## config.mk

```make
export PLATFORM = sky130hd
export DESIGN_NAME = spi_byte_master
export DESIGN_NICKNAME = d
export VERILOG_FILES = /design/src/rtl/spi_byte_master.sv
export SDC_FILE = /design/constraint.sdc
export NUM_CORES = 1
export LEC_CHECK = 0
export BUFFER_PORTS_ARGS = -buffer_cell sky130_fd_sc_hd__buf_4
export CORE_UTILIZATION = 45
export DETAILED_ROUTE_END_ITERATION = 7
export PLACE_DENSITY_LB_ADDON = 0.15
export SLEW_MARGIN = 20
export SYNTH_ARGS = -nofsm -noshare
export SYNTH_HDL_FRONTEND = slang
export SYNTH_SLANG_ARGS = --single-unit
```

## constraint.sdc

```tcl
create_clock -name clk_i -period 3.54 [get_ports clk_i]
set_input_delay 0.354 -clock clk_i [delete_from_list [all_inputs] [get_ports clk_i]]
set_output_delay 0.354 -clock clk_i [all_outputs]
set_load 0.05 [all_outputs]
```

## src/rtl/spi_byte_master.sv

```systemverilog
`default_nettype none
// ============================================================================
// Module   : spi_byte_master
// Brief    : single-byte SPI master, mode 0, MSB first, byte handshake I/F
// Revision : 1.0 - initial release
// ============================================================================
module spi_byte_master #(
  parameter int CLKS_PER_HALF_BIT = 2,
  parameter int CS_INACTIVE_CLKS  = 1
) (
  input  logic       clk_i,
  input  logic       rst_ni,
  input  logic       tx_dv_i,
  input  logic [7:0] tx_byte_i,
  output logic       tx_ready_o,
  output logic       rx_dv_o,
  output logic [7:0] rx_byte_o,
  output logic       spi_clk_o,
  output logic       mosi_o,
  input  logic       miso_i,
  output logic       cs_no
);

  localparam int c_cnt_max = (CLKS_PER_HALF_BIT > CS_INACTIVE_CLKS) ?
                             CLKS_PER_HALF_BIT : CS_INACTIVE_CLKS;
  localparam int c_cnt_w   = (c_cnt_max > 1) ? $clog2(c_cnt_max) : 1;
  localparam logic [c_cnt_w-1:0] c_half_last = c_cnt_w'(CLKS_PER_HALF_BIT - 1);
  localparam logic [c_cnt_w-1:0] c_gap_last  = c_cnt_w'(CS_INACTIVE_CLKS - 1);

  typedef enum logic [2:0] {
    S_IDLE  = 3'd0,
    S_SETUP = 3'd1,
    S_XFER  = 3'd2,
    S_HOLD  = 3'd3,
    S_GAP   = 3'd4
  } state_t;

  state_t             r_state;
  logic [c_cnt_w-1:0] r_cnt;
  logic [4:0]         r_edge_cnt;
  logic [6:0]         r_tx_shift;
  logic [7:0]         r_rx_shift;
  logic [7:0]         r_rx_byte;
  logic               r_tx_ready;
  logic               r_rx_dv;
  logic               r_sck;
  logic               r_mosi;
  logic               r_cs_n;

  always_ff @(posedge clk_i or negedge rst_ni) begin
    if (!rst_ni) begin
      r_state    <= S_IDLE;
      r_cnt      <= '0;
      r_edge_cnt <= '0;
      r_tx_shift <= '0;
      r_rx_shift <= '0;
      r_rx_byte  <= '0;
      r_tx_ready <= 1'b1;
      r_rx_dv    <= 1'b0;
      r_sck      <= 1'b0;
      r_mosi     <= 1'b0;
      r_cs_n     <= 1'b1;
    end else begin
      r_rx_dv <= 1'b0;
      case (r_state)
        S_IDLE: begin
          if (tx_dv_i) begin
            r_tx_shift <= tx_byte_i[6:0];
            r_mosi     <= tx_byte_i[7];
            r_cs_n     <= 1'b0;
            r_tx_ready <= 1'b0;
            r_cnt      <= '0;
            r_state    <= S_SETUP;
          end
        end
        // Leaving SETUP is SCK edge 0 (first rise), so XFER owns edges 1..15
        // plus the trailing low half-period after the final fall.
        S_SETUP: begin
          if (r_cnt == c_half_last) begin
            r_cnt      <= '0;
            r_sck      <= 1'b1;
            r_rx_shift <= {r_rx_shift[6:0], miso_i};
            r_edge_cnt <= 5'd1;
            r_state    <= S_XFER;
          end else begin
            r_cnt <= r_cnt + 1'b1;
          end
        end
        S_XFER: begin
          if (r_cnt == c_half_last) begin
            r_cnt <= '0;
            if (r_edge_cnt == 5'd16) begin
              r_state <= S_HOLD;
            end else begin
              r_sck      <= ~r_sck;
              r_edge_cnt <= r_edge_cnt + 5'd1;
              if (!r_edge_cnt[0]) begin
                r_rx_shift <= {r_rx_shift[6:0], miso_i};
              end else if (r_edge_cnt != 5'd15) begin
                r_mosi     <= r_tx_shift[6];
                r_tx_shift <= {r_tx_shift[5:0], 1'b0};
              end
            end
          end else begin
            r_cnt <= r_cnt + 1'b1;
          end
        end
        S_HOLD: begin
          if (r_cnt == c_half_last) begin
            r_cnt     <= '0;
            r_cs_n    <= 1'b1;
            r_rx_byte <= r_rx_shift;
            r_rx_dv   <= 1'b1;
            r_state   <= S_GAP;
          end else begin
            r_cnt <= r_cnt + 1'b1;
          end
        end
        S_GAP: begin
          if (r_cnt == c_gap_last) begin
            r_cnt      <= '0;
            r_tx_ready <= 1'b1;
            r_state    <= S_IDLE;
          end else begin
            r_cnt <= r_cnt + 1'b1;
          end
        end
        default: begin
          r_state    <= S_IDLE;
          r_tx_ready <= 1'b1;
          r_cs_n     <= 1'b1;
          r_sck      <= 1'b0;
        end
      endcase
    end
  end

  assign tx_ready_o = r_tx_ready;
  assign rx_dv_o    = r_rx_dv;
  assign rx_byte_o  = r_rx_byte;
  assign spi_clk_o  = r_sck;
  assign mosi_o     = r_mosi;
  assign cs_no      = r_cs_n;

endmodule
`default_nettype wire

```

# Word level (Yosys, flattened, before mapping)
# Index checks and enable logic that the tools add are counted.
classes:
  n_addsub: 2
  eq_ne: 16
  mux: 41
  bitwise: 4
  n_reduce_logical: 16
ops:
  columns: ["operator", "n"]
  rows:
  - ["$mux W7", 5]
  - ["$mux W8", 4]
  - ["$ne A2 B2 Y1 const B", 10]
  - ["$mux W3", 6]
  - ["$pmux W8 S2", 1]
  - ["$mux W5", 3]
  - ["$pmux W3 S5", 1]
  - ["$mux W1", 14]
  - ["$pmux W7 S2", 1]
  - ["$pmux W1 S3", 4]
  - ["$reduce_and A6 Y1", 2]
  - ["$pmux W5 S2", 1]
  - ["$reduce_or A3 Y1", 3]
  - ["$reduce_and A4 Y1", 2]
  - ["$eq A3 B2 Y1 const B", 2]
  - ["$reduce_and A3 Y1", 2]
  - ["$add A5 B1 Y5 const B", 1]
  - ["$eq A5 B5 Y1 const B", 1]
  - ["$ne A5 B4 Y1 const B", 1]
  - ["$reduce_and A5 Y1", 1]
  - ["$not A1 Y1", 4]
  - ["$reduce_and A2 Y1", 2]
  - ["$reduce_bool A2 Y1", 2]
  - ["$eq A3 B1 Y1 const B", 1]
  - ["5 further kinds", 5]
totals:
  register_bits: 37
  in_bits: 12
  output_inout_bits: 13

# Depth between registers and ports, before layout
# Gate-level depths: netlist of the first run.
depth:
  word_depth: 6
  ltp_mapped: 8

# Worst setup path before layout of the first run
# OpenSTA, ideal clock, no wires.
synth_path:
  path_kind: "register -> register"
  start: "reg r_edge_cnt[0]"
  end: "reg r_mosi (netlist: mosi_o)"
  setup_time_ns: 0.080
  t_arrival_ns: 1.972
  slack_ns: 1.489
  path_stages_with_launch: 9
  path_buffers: 1
  synth_period_minus_slack_ns: 2.051
  path_cell_list: "dfrtp_1 ha_1 and3_1 ha_1 nand3b_1 a211oi_4 and2_1 buf_4 a2bb2oi_1"
synth_between:
  elab_chain_len: 3
synth_rtl:
  columns: ["item", "line", "text"]
  rows:
  - ["start, declared", "40", "logic [4:0] r_edge_cnt;"]
  - ["start signal, assigned", "96", "r_edge_cnt <= r_edge_cnt + 5'd1;"]
  - ["$ne A5 B4 Y1 or $eq A5 B5 Y1 (tied branches)", "99, 92", null]
  - ["$ne A2 B2 Y1 (no source line)", null, null]
  - ["$reduce_and A6 Y1 (no source line) *", null, null]
  - ["end signal, assigned", "69", "r_mosi <= tx_byte_i[7];"]
  - ["end signal, assigned", "100", "r_mosi <= r_tx_shift[6];"]
  - ["end, declared", "47", "logic r_mosi;"]
# Mark *: on every way between the ends. The rest lies on a longest branch, timed or not.
# A chain may end at the register's enable or synchronous reset.

# Worst setup path after layout of the first run
layout_path:
  start: "reg r_edge_cnt[0]"
  end: "reg r_tx_shift[4]"
layout_between:
  elab_chain_len: 3
layout_rtl:
  columns: ["item", "line", "text"]
  rows:
  - ["$ne A5 B4 Y1 or $eq A5 B5 Y1 (tied branches)", "99, 92", null]
  - ["$ne A2 B2 Y1 (no source line)", null, null]
  - ["$reduce_and A6 Y1 (no source line) *", null, null]
  - ["end signal, assigned", "68", "r_tx_shift <= tx_byte_i[6:0];"]
  - ["end signal, assigned", "101", "r_tx_shift <= {r_tx_shift[5:0], 1'b0};"]
  - ["end, declared", "41", "logic [6:0] r_tx_shift;"]
# Marks and branches as above.

==> impl_metrics.csv, run 1 <==
group,metric,value,unit
yosys,synthSimpleGateAreaFrac,10.8,%
worst_setup_path,cp.arrival,2.59,ns
floorplan,pin_count,25,
sta,timing_hold_violations_final,0,
sta,rsz0062_at_grt,"false",
global_routing,grt-busiest-layer,"met2",
yosys,synth_top_family_by_area,"compound AO/OA/AOI/OAI gates",
layout,drive_gt1_share,30.9,%
layout,diodes,0,
yosys,synth-edff-count,0,
drt,wl_per_cell,14.4,um
cts,postCtsHoldBufs,0,
hold_path,hp-class,"primary input to asynchronous set/reset pin",
cts,clkSinkCount,37,
layout,final_nets,189,
worst_setup_path,crit_required,3.75,ns
layout,area_growth,17.2,%
cts,clk_latency,0.29,ns
yosys,synthTopCellsByArea,"dfrtp_1, mux2_2, o22ai_1, a2bb2oi_1, dfstp_2",
yosys,post-synth-top-area-cell,"dfrtp_1",
sta,relSlewSlack,62.1,%
yosys,synth-compound-area-share,15.9,%
sta,fin_skew,0.00871,ns
yosys,netlist_area,1720,um2
layout,multiInputGateArea,717,um2
yosys,synth_cell_types,38,
yosys,yosysWarnings,0,
yosys,synth_top_cell_area_share,50.8,%
floorplan,die_area,4080,um2
yosys,ys_seq_elements,37,
global_routing,grt_use_met1,25.3,%
sta,tightest_slew,0.566,ns
yosys,synth_xor_area_share,1.02,%
yosys,seq_area_frac_synth,53.9,%
yosys,synth_ff_type,"dfrtp_1",
worst_setup_path,cp-start-kind,"flop",
cts,cts_tree,"done",
sta,setup_viol_count_final,0,
worst_setup_path,end_kind,"flop",
layout,final_core_util,55.2,%
worst_setup_path,crit_end,"r_tx_shift[4]",
placed_design,io_buffers,24,
sta,whs,0.0147,ns
global_routing,grt_usage,18.5,%
floorplan,rows,22,
global_routing,grtUsageMet3,4.29,%
floorplan,fp.dieW,63.9,um
worst_setup_path,r2r_cells,7,
pwr,power.leakage,0.000923,uW
cts,post-cts-setup-buffers,0,
global_routing,grt_pass1_vias,1243,
cts,cts_resized,0,
yosys,synthMuxAreaShare,11.7,%
flow_run,maxCapViolCount,0,
drt,route.detailed.drc,0,
sta,drv_slew,0,
layout,final_common_cell,"dfrtp_1",
drt,drt_iter0_markers,68,
sta,max_clock_freq,420,MHz
worst_setup_path,crit_start,"r_edge_cnt[0]",
yosys,netlist_instances,149,
drt,drtAntennaViolNets,0,
pwr,ir_worst_vdd,461,uV
cts,clk_pin_slew,0.07,ns
worst_setup_path,critPathKind,"flop to flop",
floorplan,core,3660,um2
layout,layout_common_cells,"dfrtp_1, buf_4, mux2_2, inv_1, o22ai_1",
global_routing,grt-ovfl-total,0,
worst_setup_path,cp_max_fo,9,
placed_design,gp_congestion,0.796,
drt,wl,3220,um
worst_setup_path,r2r-start,"r_edge_cnt[0]",
sta,fin_crit,2.38,ns
cts,cts-root-buf,"clkbuf_8",
cts,cts_max_path_buffers,2,
floorplan,die_h,63.9,um
cts,h-tree-depth,2,
yosys,synthesis.nets,164,
global_routing,grt_start_max_net_pins,38,
global_routing,use_met2,28.7,%
yosys,async_flop_share,100,%
layout,fillers,310,
layout,final-seq-area,928,um2
cts,cts_buffers,5,
drt,first_pass_iters,4,
pwr,pwr_density_cell,1020,nW/um2
worst_setup_path,worstReg2RegEnd,"r_tx_shift[4]",
placed_design,dp_hpwl,2210,um
global_routing,grt_pass1_wl,5790,um
yosys,synth.avg_cell_area,11.6,um2
outcome,status,"finished, final reports clean",
sta,tns,0,ns
worst_setup_path,r2r_setup_slack,1.16,ns
drt,viasPerCell,5.60,
yosys,synth_fa_ha_area_share,2.18,%
floorplan,initial_utilization,47.1,%
sta,period_share,67.3,%
drt,routed-via-count,1248,
global_routing,antenna_found_initial,0,
==> worst max-delay path, cell delays in order, from the launching register on <==
cell,delay [ns]
dfrtp_1,0.46
ha_1,0.24
and3_1,0.19
ha_1,0.17
nand3b_1,0.20
a211oi_4,0.47
and2_1,0.37
a2bb2oi_1,0.20
==> state kept, by name, summed over array words and instances (netlist names) <==
| name | cells |
|---|---|
| rx_dv_o | 1 |
| mosi_o | 1 |
| rx_byte_o | 8 |
| cs_no | 1 |
| r_rx_shift | 8 |
| r_cnt | 1 |
| tx_ready_o | 1 |
| spi_clk_o | 1 |
| r_tx_shift | 7 |
| r_edge_cnt | 5 |
| r_state | 3 |
==> synthesized netlist by cell type, drive strengths merged, types with 2 or more instances <==
master   number
dfrtp        35
buf           5
o22ai        10
o22a          2
nand2         7
inv          10
a31oi         2
and3          2
or3           2
o21ai         8
a2bb2oi       7
nand3         3
ha            3
dfstp         2
nor2          8
a21oi         7
mux2         17
==> how the worst min path moves through the flow <==
stage,end,slack (ns),cells after the start
finish,r_edge_cnt[3],0.01,1
global route,rx_byte_o[7],0.05,1
detailed placement,r_edge_cnt[3],0.34,1
global placement,spi_clk_o,0.34,1
CTS,rx_dv_o,0.03,1
floorplan,mosi_o,0.06,0
==> cells by family (layout without fill, tap and decap cells) <==
logic type,Yosys count,after routing
AO/OA/AOI/OAI,40,40
multiplexers,18,18
XOR/XNOR,2,2
adder cells (fa/ha/maj),3,3
buffers and inverters,16,42
AND/OR/NAND/NOR,33,33
flip-flops,37,37
==> routing by layer <==
metal,wire length [um],share of wire [%]
met5,0,0
met4,53,1.6
met3,161,5.0
met2,1430,45
met1,1570,49
==> final cells by class <==
class	instances	area share (%)
clock buffer	6	4.09
multi-input combinational	96	35.5
tap	48	2.97
inverter	10	1.86
clock inverter	2	0.682
timing repair buffer	24	8.92
sequential	37	46.0
==> report_power, final <==
| part | internal (uW) | switching (uW) | leakage (uW) |
|---|---|---|---|
| sequential | 615 | 185 | 0.000452 |
| combinational | 400 | 548 | 0.000420 |
| clock | 158 | 147 | 0.0000512 |
==> stage by stage <==
step,std cells,instance area [um2],setup slack (ns),total power (uW)
after floorplan,149,1720,1.49,1530
after global routing,223,2020,0.980,2200
after global placement,215,1920,1.29,1720
after CTS,223,2020,1.15,2070
final,223,2020,1.16,2050
after detailed placement,215,1920,1.19,1760
No activity file was read; power rests on OpenSTA's default activity.
==> run 2: changes to the inputs <==
- ABC_AREA: default -> 1
- clock period: 3.54 -> 2.1 ns (I/O delays scaled with it)
==> run 2 against run 1 <==
Combinational power is 68% higher. Utilization rose by 2.6 points. Final cell count grew 38%. Worst setup slack worse by 0.80 ns. Fmax is 37% higher. Clock power up 110%. Via count increased by 18%.
==> impl_metrics.csv, run 2 <==
group,metric,value,unit
worst_setup_path,cp.arrival,1.92,ns
yosys,synth_ff_type,"dfrtp_1",
yosys,netlist_instances,230,
outcome,status,"finished, final reports clean",
sta,tns,0,ns
yosys,synth_cell_types,21,
yosys,ys_seq_elements,37,
drt,wl_per_cell,11.2,um
drt,routed-via-count,1475,
pwr,ir_worst_vdd,793,uV
sta,tightest_slew,0.462,ns
floorplan,initial_utilization,48.5,%
floorplan,fp.dieW,66.0,um
floorplan,die_h,66.0,um
yosys,synthesis.nets,245,
pwr,pwr-share-comb,46.1,%
global_routing,grt-ovfl-total,0,
placed_design,io_buffers,24,
layout,final_common_cell,"nand2_1",
layout,final_core_util,57.8,%
cts,clk_pin_slew,0.08,ns
worst_setup_path,cp_slowest_cell,"dfrtp_1",
yosys,post-synth-top-area-cell,"dfrtp_1",
yosys,synth_most_common_cell,"nand2_1",
yosys,seq_area_frac_synth,50.4,%
drt,first_pass_iters,4,
cts,h-tree-depth,2,
yosys,yosysWarnings,0,
yosys,synth.avg_cell_area,8.01,um2
placed_design,gp_congestion,0.881,
worst_setup_path,critPathKind,"flop to flop",
pwr,seqPwrFrac,35.2,%
floorplan,core,3800,um2
layout,layout_common_cells,"nand2_1, dfrtp_1, buf_4, inv_1, nand3_1",
worst_setup_path,critical_path.top_delay_family,"simple AND/OR/NAND/NOR gates",
global_routing,grt_usage,19.1,%
drt,route.detailed.drc,0,
sta,fin_crit,1.75,ns
yosys,async_flop_share,100,%
sta,relSlewSlack,69.2,%
global_routing,grt_start_max_net_pins,38,
worst_setup_path,critPathMaxStageDelay,0.43,ns
cts,cts_buffers,5,
cts,clkSinkCount,37,
pwr,total_power,3450,uW
drt,drtAntennaViolNets,0,
sta,rsz0062_at_grt,"false",
sta,period_share,83.1,%
worst_setup_path,critPathMostFrequentCell,"nand2_1",
drt,wl,3460,um
yosys,synth-edff-count,0,
yosys,netlist_area,1840,um2
yosys,synthTopCellsByArea,"dfrtp_1, nand2_1, nand3_1, inv_1, o21ai_1",
yosys,synth_common_cells,"nand2_1, dfrtp_1, inv_1",
layout,drive_gt1_share,22.3,%
layout,diodes,0,
placed_design,dp_hpwl,2430,um
layout,final_area,2200,um2
worst_setup_path,cp-start-kind,"flop",
floorplan,die_area,4350,um2
layout,area_growth,19.2,%
cts,cts-root-buf,"clkbuf_8",
pwr,power.leakage,0.00114,uW
placed_design,dp_slack,0.358,ns
worst_setup_path,crit_required,2.28,ns
pwr,switchingPower,1550,uW
worst_setup_path,cp_max_fo,9,
global_routing,antenna_found_initial,0,
flow_run,maxCapViolCount,0,
sta,timing_hold_violations_final,0,
floorplan,pin_count,25,
cts,cts_max_path_buffers,2,
pwr,intPower,1900,uW
sta,fin_skew,0.00885,ns
floorplan,rows,22,
yosys,synth_top_cell_area_share,47.6,%
layout,final_nets,274,
sta,setup_ws,0.355,ns
worst_setup_path,end_kind,"flop",
pwr,pwr_density_cell,1570,nW/um2
drt,viasPerCell,4.79,
sta,max_clock_freq,573,MHz
placed_design,post_dp_cell_area,2070,um2
worst_setup_path,path_cells,"ha_1 -> nand2_1 -> nor2_1 -> ha_1 -> nand2_1 -> nand2_1 -> nor2_4 -> nand2_2 -> nand2_1 -> nand2_1",
sta,drv_slew,0,
cts,cts_tree,"done",
hold_path,hp-class,"primary input to flop",
cts,clk_latency,0.29,ns
global_routing,grt_pass1_vias,1326,
drt,drt_iter0_markers,167,
worst_setup_path,worst-path-buf-inv,0,
pwr,clockPowerShare,18.7,%
sta,setup_viol_count_final,0,
global_routing,grt_pass1_wl,6130,um
pwr,switching_share,44.9,%
==> run 2: area by class of cell <==
class	count	area, um2
fillers	356	1600
flip-flops and latches	37	928
multi-input cells	164	792
repair buffers	27	205
inverters	24	90.1
clock buffers	6	82.6
well taps	48	60.1
clock inverters	2	37.5
==> run 2: repair_timing <==
item / 4_1_cts / 5_1_grt
hold buffers: 1 / 0
setup buffers: 0 / 0
resized for setup: 0 / 0
hold endpoints to repair: 35 / 0
==> run 2: power groups by stage <==
stage	Combinational (uW)	Sequential [uW]	Clock [uW]
2_1_floorplan	920	1510	0
3_3_place_gp	1580	1220	0
3_5_place_dp	1590	1230	0
4_1_cts	1600	1220	662
5_1_grt	1790	1260	699
6_report	1590	1210	644
==> run 2: final timing paths <==
| kind | startpoint | end | slack (ns) | depth (start not counted) |
|---|---|---|---|---|
| worst max-delay path | r_edge_cnt[0] | r_tx_shift[5] | 0.35 | 10 |
| worst min-delay path | miso_i | r_rx_shift[0] | 0.18 | 3 |
| worst max register to register | r_edge_cnt[0] | r_tx_shift[5] | 0.35 | 10 |
| worst min register to register | r_tx_shift[2] | r_tx_shift[2] | 0.48 | 2 |
| max in group asynchronous | rst_ni | tx_ready_o | 1.34 | 2 |
| min in group asynchronous | rst_ni | r_edge_cnt[2] | 0.42 | 2 |
==> run 2: per-layer routing <==
metal | share of wire (%) | up-vias | wire length, um | global-route usage (%)
met2 | 44 | 29 | 1530 | 26.8
li1 | - | 782 | - | -
met4 | 0.61 | 0 | 21 | 7.45
met1 | 51 | 662 | 1770 | 27.2
met3 | 4.3 | 2 | 148 | 6.03
met5 | 0 | - | 0 | 0
==> run 2: stage by stage <==
stage | cells | hold WS [ns]
2_1_floorplan | 230 | -0.0856
4_1_cts | 308 | 0.180
3_3_place_gp | 299 | 0.203
3_5_place_dp | 299 | 0.200
6_report | 308 | 0.177
5_1_grt | 308 | 0.176
==> run 2: worst register-to-register path, cell delays in order, from the launching register on <==
cell	delay (ns)
dfrtp_1	0.43
ha_1	0.23
nand2_1	0.08
nor2_1	0.05
ha_1	0.17
nand2_1	0.06
nand2_1	0.08
nor2_4	0.22
nand2_2	0.16
nand2_1	0.10
nand2_1	0.05
==> run 2: logic make-up (layout without fill, tap and decap cells) <==
| family | Yosys count | after routing | synth area share, % |
|---|---|---|---|
| AND/OR/NAND/NOR | 130 | 130 | 31.1 |
| flip-flops | 37 | 37 | 50.4 |
| AO/OA/AOI/OAI | 31 | 31 | 9.85 |
| buffers and inverters | 29 | 59 | 6.59 |
| adder cells (fa/ha/maj) | 3 | 3 | 2.04 |
